File: src/rtl/config_bus_master.sv
// ---------------------------------------------------------------------------
// config_bus_master
// Initiator for the tile configuration bus. It accepts one write or read
// command at a time over a valid/ready channel and drives config_addr,
// config_data and config_en to the tile array. For a read, it samples the
// tile's read data after a fixed latency and returns it on a valid/ready
// response channel.
//
// Ports
//   clk, reset           : rising-edge clock, synchronous active-high reset
//   cmd_valid/cmd_ready  : command handshake; cmd_write selects write (1) / read (0)
//   cmd_addr, cmd_data   : command address and write data
//   rsp_valid/rsp_ready  : read response handshake; rsp_data carries the read value
//   config_addr/_data/_en: tile configuration bus outputs
//   config_read_data     : tile read data input
//   busy                 : high whenever the master is not idle
//   write_count          : saturating count of completed writes
// ---------------------------------------------------------------------------
module config_bus_master #(
    parameter int unsigned WRITE_CYCLES = 1,
    parameter int unsigned READ_LATENCY = 1,
    parameter int unsigned COUNT_WIDTH  = 16
) (
    input  logic                   clk,
    input  logic                   reset,
    input  logic                   cmd_valid,
    output logic                   cmd_ready,
    input  logic                   cmd_write,
    input  logic [31:0]            cmd_addr,
    input  logic [31:0]            cmd_data,
    output logic                   rsp_valid,
    input  logic                   rsp_ready,
    output logic [31:0]            rsp_data,
    output logic [31:0]            config_addr,
    output logic [31:0]            config_data,
    output logic                   config_en,
    input  logic [31:0]            config_read_data,
    output logic                   busy,
    output logic [COUNT_WIDTH-1:0] write_count
);

    // Counter must hold up to max(WRITE_CYCLES, READ_LATENCY) - 1.
    localparam int unsigned MAX_CYC = (WRITE_CYCLES > READ_LATENCY) ? WRITE_CYCLES : READ_LATENCY;
    localparam int unsigned CNT_W   = (MAX_CYC > 1) ? $clog2(MAX_CYC) : 1;

    localparam logic [CNT_W-1:0]       WR_LOAD   = CNT_W'(WRITE_CYCLES - 1);
    localparam logic [CNT_W-1:0]       RD_LOAD   = CNT_W'(READ_LATENCY - 1);
    localparam logic [COUNT_WIDTH-1:0] COUNT_MAX = '1;

    typedef enum logic [1:0] {
        IDLE      = 2'd0,
        WRITE     = 2'd1,
        READ_WAIT = 2'd2,
        RESP      = 2'd3
    } state_e;

    state_e                 state_q, state_d;
    logic [CNT_W-1:0]       cnt_q, cnt_d;
    logic                   cmd_ready_q, cmd_ready_d;
    logic                   rsp_valid_q, rsp_valid_d;
    logic [31:0]            rsp_data_q, rsp_data_d;
    logic [31:0]            config_addr_q, config_addr_d;
    logic [31:0]            config_data_q, config_data_d;
    logic                   config_en_q, config_en_d;
    logic                   busy_q, busy_d;
    logic [COUNT_WIDTH-1:0] write_count_q, write_count_d;

    // Next-state and next-output logic.
    always_comb begin
        state_d       = state_q;
        cnt_d         = cnt_q;
        rsp_valid_d   = rsp_valid_q;
        rsp_data_d    = rsp_data_q;
        config_addr_d = config_addr_q;
        config_data_d = config_data_q;
        config_en_d   = config_en_q;
        write_count_d = write_count_q;

        unique case (state_q)
            IDLE: begin
                if (cmd_valid && cmd_ready_q) begin
                    config_addr_d = cmd_addr;
                    if (cmd_write) begin
                        config_data_d = cmd_data;
                        config_en_d   = 1'b1;
                        cnt_d         = WR_LOAD;
                        state_d       = WRITE;
                    end else begin
                        cnt_d   = RD_LOAD;
                        state_d = READ_WAIT;
                    end
                end
            end
            WRITE: begin
                if (cnt_q == '0) begin
                    config_en_d = 1'b0;
                    if (write_count_q != COUNT_MAX) begin
                        write_count_d = write_count_q + COUNT_WIDTH'(1);
                    end
                    state_d = IDLE;
                end else begin
                    cnt_d = cnt_q - CNT_W'(1);
                end
            end
            READ_WAIT: begin
                if (cnt_q == '0) begin
                    rsp_data_d  = config_read_data;
                    rsp_valid_d = 1'b1;
                    state_d     = RESP;
                end else begin
                    cnt_d = cnt_q - CNT_W'(1);
                end
            end
            RESP: begin
                if (rsp_ready) begin
                    rsp_valid_d = 1'b0;
                    state_d     = IDLE;
                end
            end
            default: begin
                state_d = IDLE;
            end
        endcase

        // Registered status: both reflect the state being entered.
        cmd_ready_d = (state_d == IDLE);
        busy_d      = (state_d != IDLE);
    end

    // State and output registers with synchronous reset.
    always_ff @(posedge clk) begin
        if (reset) begin
            state_q       <= IDLE;
            cnt_q         <= '0;
            cmd_ready_q   <= 1'b1;
            rsp_valid_q   <= 1'b0;
            rsp_data_q    <= '0;
            config_addr_q <= '0;
            config_data_q <= '0;
            config_en_q   <= 1'b0;
            busy_q        <= 1'b0;
            write_count_q <= '0;
        end else begin
            state_q       <= state_d;
            cnt_q         <= cnt_d;
            cmd_ready_q   <= cmd_ready_d;
            rsp_valid_q   <= rsp_valid_d;
            rsp_data_q    <= rsp_data_d;
            config_addr_q <= config_addr_d;
            config_data_q <= config_data_d;
            config_en_q   <= config_en_d;
            busy_q        <= busy_d;
            write_count_q <= write_count_d;
        end
    end

    assign cmd_ready   = cmd_ready_q;
    assign rsp_valid   = rsp_valid_q;
    assign rsp_data    = rsp_data_q;
    assign config_addr = config_addr_q;
    assign config_data = config_data_q;
    assign config_en   = config_en_q;
    assign busy        = busy_q;
    assign write_count = write_count_q;

endmodule

File: config.mk
export PLATFORM = sky130hd
export DESIGN_NAME = config_bus_master
export DESIGN_NICKNAME = d
export VERILOG_FILES = /design/src/rtl/config_bus_master.sv
export SDC_FILE = /design/constraint.sdc
export NUM_CORES = 1
export LEC_CHECK = 0
export CELL_PAD_IN_SITES_DETAIL_PLACEMENT = 1
export CELL_PAD_IN_SITES_GLOBAL_PLACEMENT = 2
export CORE_MARGIN = 5
export CORE_UTILIZATION = 23
export CTS_BUF_LIST = sky130_fd_sc_hd__clkbuf_8 sky130_fd_sc_hd__clkbuf_16
export CTS_CLUSTER_SIZE = 28
export DETAILED_ROUTE_END_ITERATION = 7
export GPL_TIMING_DRIVEN = 0
export HOLD_SLACK_MARGIN = 0.15
export PLACE_DENSITY = 0.95
export SYNTH_ARGS = -nofsm -noshare
export SYNTH_HDL_FRONTEND = slang
export SYNTH_SLANG_ARGS = --single-unit
File: constraint.sdc
create_clock -name clk -period 3.65 [get_ports clk]
set_input_delay 0.365 -clock clk [delete_from_list [all_inputs] [get_ports clk]]
set_output_delay 0.365 -clock clk [all_outputs]
set_load 0.005 [all_outputs]
==> flow_summary.yaml, run 1 <==
clocking:
  cts_htree_levels: 4
  post-cts-setup-buffers: 0
  cts-hold-fix-buffers: 0
  clk_tree_root_cell: "sky130_fd_sc_hd__clkbuf_16"
  cts_made_buffers: 17
  cts_resized: 0
  cts.sink_count: 118
  cts_tree: "done"
  cts.path.max_buffers: 2
  clock_insertion_delay_worst_skew_ps: 410
  path_clk_slew_ps: 60
routing:
  routed_wire_length_per_instance_um: 16.57
  highest_layer_used_for_signal_routing: "met5"
  drtPass1Iterations: 4
  average_vias_per_placed_instance: 4.458
  dr_wl_met3_um: 1802
  routed_wirelength_um: 16900
  met2RoutedLength_um: 8114
  drc: 0
  initialDrtViolationCount: 95
  vias: 4547
  met1_length_um: 6771
  antenna_violating_nets_post_route: 0
grt:
  global_route.usage.total_pct: 15.60
  maximum_number_of_pins_on_one_net_before_global_route_repair: 17
  global_route_wire_length_before_repair_um: 26640
  antenna_found_initial: 1
  gr-total-overflow: 0
  first_global_vias: 4909
yosys:
  dominantRegCellSynth: "sky130_fd_sc_hd__dfxtp_1"
  seq_area_frac_synth_pct: 54.30
  syn-cell-area_sq_mm: 0.004350
  synthesized_area_per_cell_sq_um: 8.086
  yosysWarningCount: 0
  synth-edff-count: 0
  mappedNetlistNets: 640
  asyncSetResetFlopFracSynth_pct: 0
  synth_instances: 538
  synth.ff_latch_count: 118
  synth.lib_cells_used.distinct: 38
worst_setup_path:
  worst-r2r-cell-count: 6
  critPathMaxFanout: 10
  critical_path_class: "register to register"
  arrival_ps: 2330
  worst_ep_required_time_ps: 3950
  worstSetupStartpointType: "register"
  crit_path_end_kind: "register"
cells_and_area:
  insertedDiodeCount: 0
  n_fill_cell: 2226
  areaGrowthSynthToFinish_pct: 70.92
  layout_cells_excl_fill: 1020
  multi_input_area_sq_mm: 0.001824
  fin_area_sq_mm: 0.007436
  final_nets: 875
  seq_area_sq_mm: 0.002362
  final_layout_size_suffix_gt1_share_pct: 6.489
place:
  port_buffers: 216
  place_worst_setup_slack_ps: 1108
  area_post_placement_sq_mm: 0.006805
  hpwl_um: 12750
  placed_cells_incl_taps: 988
  gpl.final_weighted_congestion: 0.7238
floorplanning:
  horizontal_die_dimension_um: 147.5
  floorplan.die.height_um: 147.5
  core.rowCount: 50
  design.core.area_sq_mm: 0.01864
  initial_core_util_pct: 23.34
  dieArea_sq_mm: 0.02177
  io_pins: 217
sta:
  postLayoutSetupSlackWorst_ps: 1627
  max-slew-margin-rel_pct: 58.94
  setup_violations: 0
  rsz0062_at_grt: "no"
  finalCritPeriodShare_pct: 55.42
  hold_violations: 0
  final.setup_skew_ps: 7.530
  final_max_slew_viol_count: 0
  setup_tns_ps: 0
  final_period_minus_worst_setup_slack_ps: 2023
  max_freq_mhz: 494.3
  tightest_slew_ps: 611.3
pwr:
  p_comb_share_pct: 13.5
  leakage_dissipation_uw: 0.002618
  netSwitchingPower_uw: 856.3
  power_per_cell_area_mw_per_mm2: 493.3
  proportion_of_power_drawn_by_the_clock_network_pct: 48.3
  p_seq_share_pct: 38.3
  vdd_drop_max_mv: 0.2984
  internal_power_uw: 2812
  switching_share_pct: 23.34
min_path:
  timing.hold.worst_path_depth: 2
  min-delay-path-class: "register to register"
status:
  run_status: "finished clean"
run:
  drv.max_cap_violation_count: 0
## worst max-delay path, stage by stage (launching register included)
cell and delay [ps]:
sky130_fd_sc_hd__dfxtp_1 430, sky130_fd_sc_hd__ha_1 300, sky130_fd_sc_hd__nand4_1 220, sky130_fd_sc_hd__nor4_4 510, sky130_fd_sc_hd__buf_6 230, sky130_fd_sc_hd__nor3_1 60, sky130_fd_sc_hd__o21a_1 170
## cell families after synthesis
logic type,after synthesis,synth area share [%]
simple gates,253,25.22
compound gates,125,15.56
flops,118,54.30
buf+inv,38,3.767
mux,3,0.8627
fa+ha+maj,1,0.2876
## stage by stage
step           hold WS, ps  total power (uW)  utilization [%]
2_1_floorplan        452.7              1600                -
3_3_place_gp         440.3              1925            36.50
3_5_place_dp         447.5              1936            36.50
4_1_cts              453.6              3735            39.89
5_1_grt              467.7              3845            39.89
6_report             451.5              3668            39.89
## sequential cells by signal, summed over array words and instances, names as in the netlist
signal,count
config_addr,32
rsp_data,32
cmd_ready,1
busy,1
rsp_valid,1
write_count,16
state_q,2
config_data,32
config_en,1
## metal layers
layer | track usage [%] | up-vias
li1 | - | 2265
met1 | 16.90 | 2103
met2 | 26.38 | 163
met3 | 8.584 | 14
met4 | 4.380 | 2
met5 | 0 | -
## power groups by stage
stage	logic, uW	clock network, uW	registers, uW
final	494	1770	1400
after global routing	547	1890	1410
after CTS	508	1820	1400
after detailed placement	504	0	1430
after global placement	498	0	1430
after floorplan	166	0	1430
## area by class of cell
| type | instances | area share, % |
|---|---|---|
| sequential | 118 | 31.77 |
| clock inverter | 9 | 1.649 |
| multi-input combinational | 382 | 24.53 |
| tap | 234 | 3.937 |
| timing repair buffer | 216 | 29.08 |
| buffer | 36 | 2.103 |
| inverter | 2 | 0.1010 |
| clock buffer | 23 | 6.832 |
## path summary, 6_finish.rpt
| check | start | to | slack, ps |
|---|---|---|---|
| worst max-delay path | write_count[0]$_SDFFE_PP0P_ | write_count[11]$_SDFFE_PP0P_ | 1630 |
| worst min-delay path | config_data[8]$_SDFFE_PP0P_ | config_data[8]$_SDFFE_PP0P_ | 450 |
| worst max register to register | write_count[0]$_SDFFE_PP0P_ | write_count[11]$_SDFFE_PP0P_ | 1630 |
| worst min register to register | config_data[8]$_SDFFE_PP0P_ | config_data[8]$_SDFFE_PP0P_ | 450 |
## layout by cell type, fill, tap and decap left out, types with 2 or more instances in the layout
cell,n
sky130_fd_sc_hd__clkbuf_8,6
sky130_fd_sc_hd__a21oi_1,105
sky130_fd_sc_hd__bufinv_16,3
sky130_fd_sc_hd__a21oi_2,6
sky130_fd_sc_hd__nor3_1,3
sky130_fd_sc_hd__nand2b_1,3
sky130_fd_sc_hd__nand4_1,4
sky130_fd_sc_hd__nand3_1,8
sky130_fd_sc_hd__clkdlybuf4s50_1,216
sky130_fd_sc_hd__buf_4,2
sky130_fd_sc_hd__nor2_1,8
sky130_fd_sc_hd__o21a_1,2
sky130_fd_sc_hd__clkbuf_1,25
sky130_fd_sc_hd__o31ai_1,5
sky130_fd_sc_hd__buf_2,5
sky130_fd_sc_hd__dfxtp_1,118
sky130_fd_sc_hd__and3_1,2
sky130_fd_sc_hd__inv_1,4
sky130_fd_sc_hd__nand2_1,200
sky130_fd_sc_hd__nand4_2,2
sky130_fd_sc_hd__or3_1,3
sky130_fd_sc_hd__mux2_2,2
sky130_fd_sc_hd__clkbuf_16,17
sky130_fd_sc_hd__clkinv_2,2
sky130_fd_sc_hd__and4_1,2
sky130_fd_sc_hd__nor2b_1,4
sky130_fd_sc_hd__clkinvlp_4,2
sky130_fd_sc_hd__buf_1,3
sky130_fd_sc_hd__nor4_1,3
sky130_fd_sc_hd__or4_1,5
sky130_fd_sc_hd__o21ai_1,3
## synthesized netlist by cell type (3+ instances only)
cell type	instances	share of area, %
sky130_fd_sc_hd__o21ai_1	3	0.35
sky130_fd_sc_hd__nor2b_1	4	0.58
sky130_fd_sc_hd__clkbuf_1	25	2.2
sky130_fd_sc_hd__nor2_1	8	0.69
sky130_fd_sc_hd__nor3_1	3	0.35
sky130_fd_sc_hd__dfxtp_1	118	54
sky130_fd_sc_hd__nand2_1	200	17
sky130_fd_sc_hd__nand2b_1	3	0.43
sky130_fd_sc_hd__a21oi_2	6	1.2
sky130_fd_sc_hd__nand4_1	4	0.58
sky130_fd_sc_hd__o31ai_1	5	0.86
sky130_fd_sc_hd__a21oi_1	105	12
sky130_fd_sc_hd__buf_2	5	0.58
sky130_fd_sc_hd__or3_1	3	0.43
sky130_fd_sc_hd__nor4_1	3	0.43
sky130_fd_sc_hd__or4_1	5	0.86
sky130_fd_sc_hd__nand3_1	8	0.92
sky130_fd_sc_hd__buf_1	3	0.26
(Power assumes the default switching activity.)
==> run 2: changes to the inputs <==
--- a/config.mk
+++ b/config.mk
@@ -8,13 +8,13 @@
 export CELL_PAD_IN_SITES_DETAIL_PLACEMENT = 1
 export CELL_PAD_IN_SITES_GLOBAL_PLACEMENT = 2
 export CORE_MARGIN = 5
-export CORE_UTILIZATION = 23
+export CORE_UTILIZATION = 19
 export CTS_BUF_LIST = sky130_fd_sc_hd__clkbuf_8 sky130_fd_sc_hd__clkbuf_16
 export CTS_CLUSTER_SIZE = 28
 export DETAILED_ROUTE_END_ITERATION = 7
 export GPL_TIMING_DRIVEN = 0
 export HOLD_SLACK_MARGIN = 0.15
-export PLACE_DENSITY = 0.95
+export PLACE_DENSITY = 0.85
 export SYNTH_ARGS = -nofsm -noshare
 export SYNTH_HDL_FRONTEND = slang
 export SYNTH_SLANG_ARGS = --single-unit
==> constraint.sdc (replaced) <==
create_clock -name clk -period 1.8 [get_ports clk]
set_input_delay 0.18 -clock clk [delete_from_list [all_inputs] [get_ports clk]]
set_output_delay 0.18 -clock clk [all_outputs]
set_load 0.005 [all_outputs]
==> flow_summary.yaml, run 2 (synthesized netlist as in run 1, its figures left out) <==
status:
  run_status: "finished clean"
clocking:
  cts.path.max_buffers: 2
  cts_tree: "done"
  clk_tree_root_cell: "sky130_fd_sc_hd__clkbuf_16"
  cts_made_buffers: 17
  path_clk_slew_ps: 60
  cts.sink_count: 118
  clock_insertion_delay_worst_skew_ps: 420
  cts_htree_levels: 4
cells_and_area:
  insertedDiodeCount: 0
  post-route-util_pct: 33.89
  layout_common_cells: "sky130_fd_sc_hd__clkdlybuf4s50_1, sky130_fd_sc_hd__nand2_1, sky130_fd_sc_hd__dfxtp_1"
  final_nets: 881
  fin_area_sq_mm: 0.007650
  final_layout_size_suffix_gt1_share_pct: 10.48
  areaGrowthSynthToFinish_pct: 75.84
  layout_commonest_cell: "sky130_fd_sc_hd__clkdlybuf4s50_1"
floorplanning:
  initial_core_util_pct: 19.27
  core.rowCount: 55
  dieArea_sq_mm: 0.02602
  horizontal_die_dimension_um: 161.3
  design.core.area_sq_mm: 0.02257
  floorplan.die.height_um: 161.3
  io_pins: 217
routing:
  drc: 0
  drtPass1Iterations: 4
  average_vias_per_placed_instance: 4.277
  met2RoutedLength_um: 8379
  vias: 4606
  initialDrtViolationCount: 168
  routed_wire_length_per_instance_um: 16.18
  routed_wirelength_um: 17430
  met1_length_um: 7090
  antenna_violating_nets_post_route: 0
  dr_wl_met3_um: 1772
  highest_layer_used_for_signal_routing: "met4"
worst_setup_path:
  critPathMaxFanout: 6
  timing.critical_path.slowest_stage_cell: "sky130_fd_sc_hd__or4_4"
  cp_top_family: "simple AND/OR/NAND/NOR gates"
  worst_ep_required_time_ps: 2140
  critical_path.cell_chain: "ha_4, nand4_1, nor4_4, buf_4, buf_6, or4_4, a21oi_2"
  critical_path_buf_inv_count: 2
  worstSetupStartpointType: "register"
  crit_path_end_kind: "register"
  arrival_ps: 2080
  critPathMaxStageDelay_ps: 470
  critical_path_class: "register to register"
grt:
  gr-total-overflow: 0
  antenna_found_initial: 0
  global_route_wire_length_before_repair_um: 27020
  first_global_vias: 4802
  global_route.usage.total_pct: 13.24
  maximum_number_of_pins_on_one_net_before_global_route_repair: 17
sta:
  setup_violations: 0
  hold_violations: 0
  final_period_minus_worst_setup_slack_ps: 1739
  rsz0062_at_grt: "yes"
  finalCritPeriodShare_pct: 96.61
  final.setup_skew_ps: 11.24
  max-slew-margin-rel_pct: 63.50
  final_max_slew_viol_count: 0
  tightest_slew_ps: 547.5
  max_freq_mhz: 575.0
place:
  port_buffers: 216
  gpl.final_weighted_congestion: 0.7336
  hpwl_um: 13080
  area_post_placement_sq_mm: 0.006869
pwr:
  design_power_total_uw: 7664
  power_per_cell_area_mw_per_mm2: 1002
  leakage_dissipation_uw: 0.002680
  vdd_drop_max_mv: 0.4912
run:
  drv.max_cap_violation_count: 0
min_path:
  min-delay-path-class: "input port to register"
## run 2: cell count changes in the layout (fill, tap and decap cells not counted), moves of 6 or more
| cell | before | now |
|---|---|---|
| sky130_fd_sc_hd__buf_4 | 2 | 9 |
| sky130_fd_sc_hd__clkbuf_1 | 25 | 14 |
| sky130_fd_sc_hd__clkbuf_2 | 0 | 11 |
| sky130_fd_sc_hd__clkbuf_8 | 6 | 0 |
## run 2: repair_timing
action,CTS,global route
setup buffers,4,4
gates resized for setup,18,18
pin swaps,2,3
hold buffers,0,0
endpoints found under the setup margin,72,60
## run 2: worst register-to-register path, delay by kind of cell (launching register included)
family / cells / cell delay, ps
AO/OA/AOI/OAI: 1 / 130
flip-flops: 1 / 360
buffers and inverters: 2 / 300
AND/OR/NAND/NOR: 3 / 710
adder cells (fa/ha/maj): 1 / 180
## run 2: final timing paths
path / from / end / slack, ps / cells after the start
worst max-delay path: write_count[1]$_SDFFE_PP0P_ / write_count[3]$_SDFFE_PP0P_ / 60 / 7
worst min-delay path: config_read_data[20] / rsp_data[20]$_SDFFE_PP0P_ / 310 / 3
worst max register to register: write_count[1]$_SDFFE_PP0P_ / write_count[3]$_SDFFE_PP0P_ / 60 / 7
worst min register to register: config_addr[11]$_SDFFE_PP0P_ / config_addr[11]$_SDFFE_PP0P_ / 450 / 2
## run 2: stage by stage
step / setup slack, ps / hold slack (ps) / TNS [ps] / std cells
after global routing: -4.373 / 288.2 / -4.373 / 1077
after floorplan: 122.2 / 316.0 / 0 / 538
after detailed placement: -602.3 / 447.3 / -34390 / 1039
after global placement: -567.6 / 441.5 / -31550 / 1039
final: 60.96 / 307.9 / 0 / 1077
after CTS: 0.05329 / 287.9 / 0 / 1075
## run 2: power by group
group	switching (uW)	internal, uW
clock network	1340	2460
registers	78.8	2760
logic	458	567
## run 2: area by class of cell
cell class / instances / area [sq um]
sequential: 118 / 2371
clock buffer: 17 / 425.4
fill: 2641 / 14920
tap: 285 / 356.6
buffer: 35 / 177.7
inverter: 2 / 7.507
timing repair buffer: 223 / 2218
multi-input combinational: 382 / 1866
clock inverter: 15 / 227.7
## run 2: metal layers
metal  track usage (%)  vias up
met5                 0        -
met3             7.017       12
met1             14.60     2157
li1                  -     2287
met2             22.32      150
met4             3.645        0
==> run 3: changes to the inputs <==
--- a/config.mk
+++ b/config.mk
@@ -5,6 +5,7 @@
 export SDC_FILE = /design/constraint.sdc
 export NUM_CORES = 1
 export LEC_CHECK = 0
+export CAP_MARGIN = 20
 export CELL_PAD_IN_SITES_DETAIL_PLACEMENT = 1
 export CELL_PAD_IN_SITES_GLOBAL_PLACEMENT = 2
 export CORE_MARGIN = 5
==> results of run 3 <==
Same layout as run 2: the final DEF is identical, and so are final timing and power.
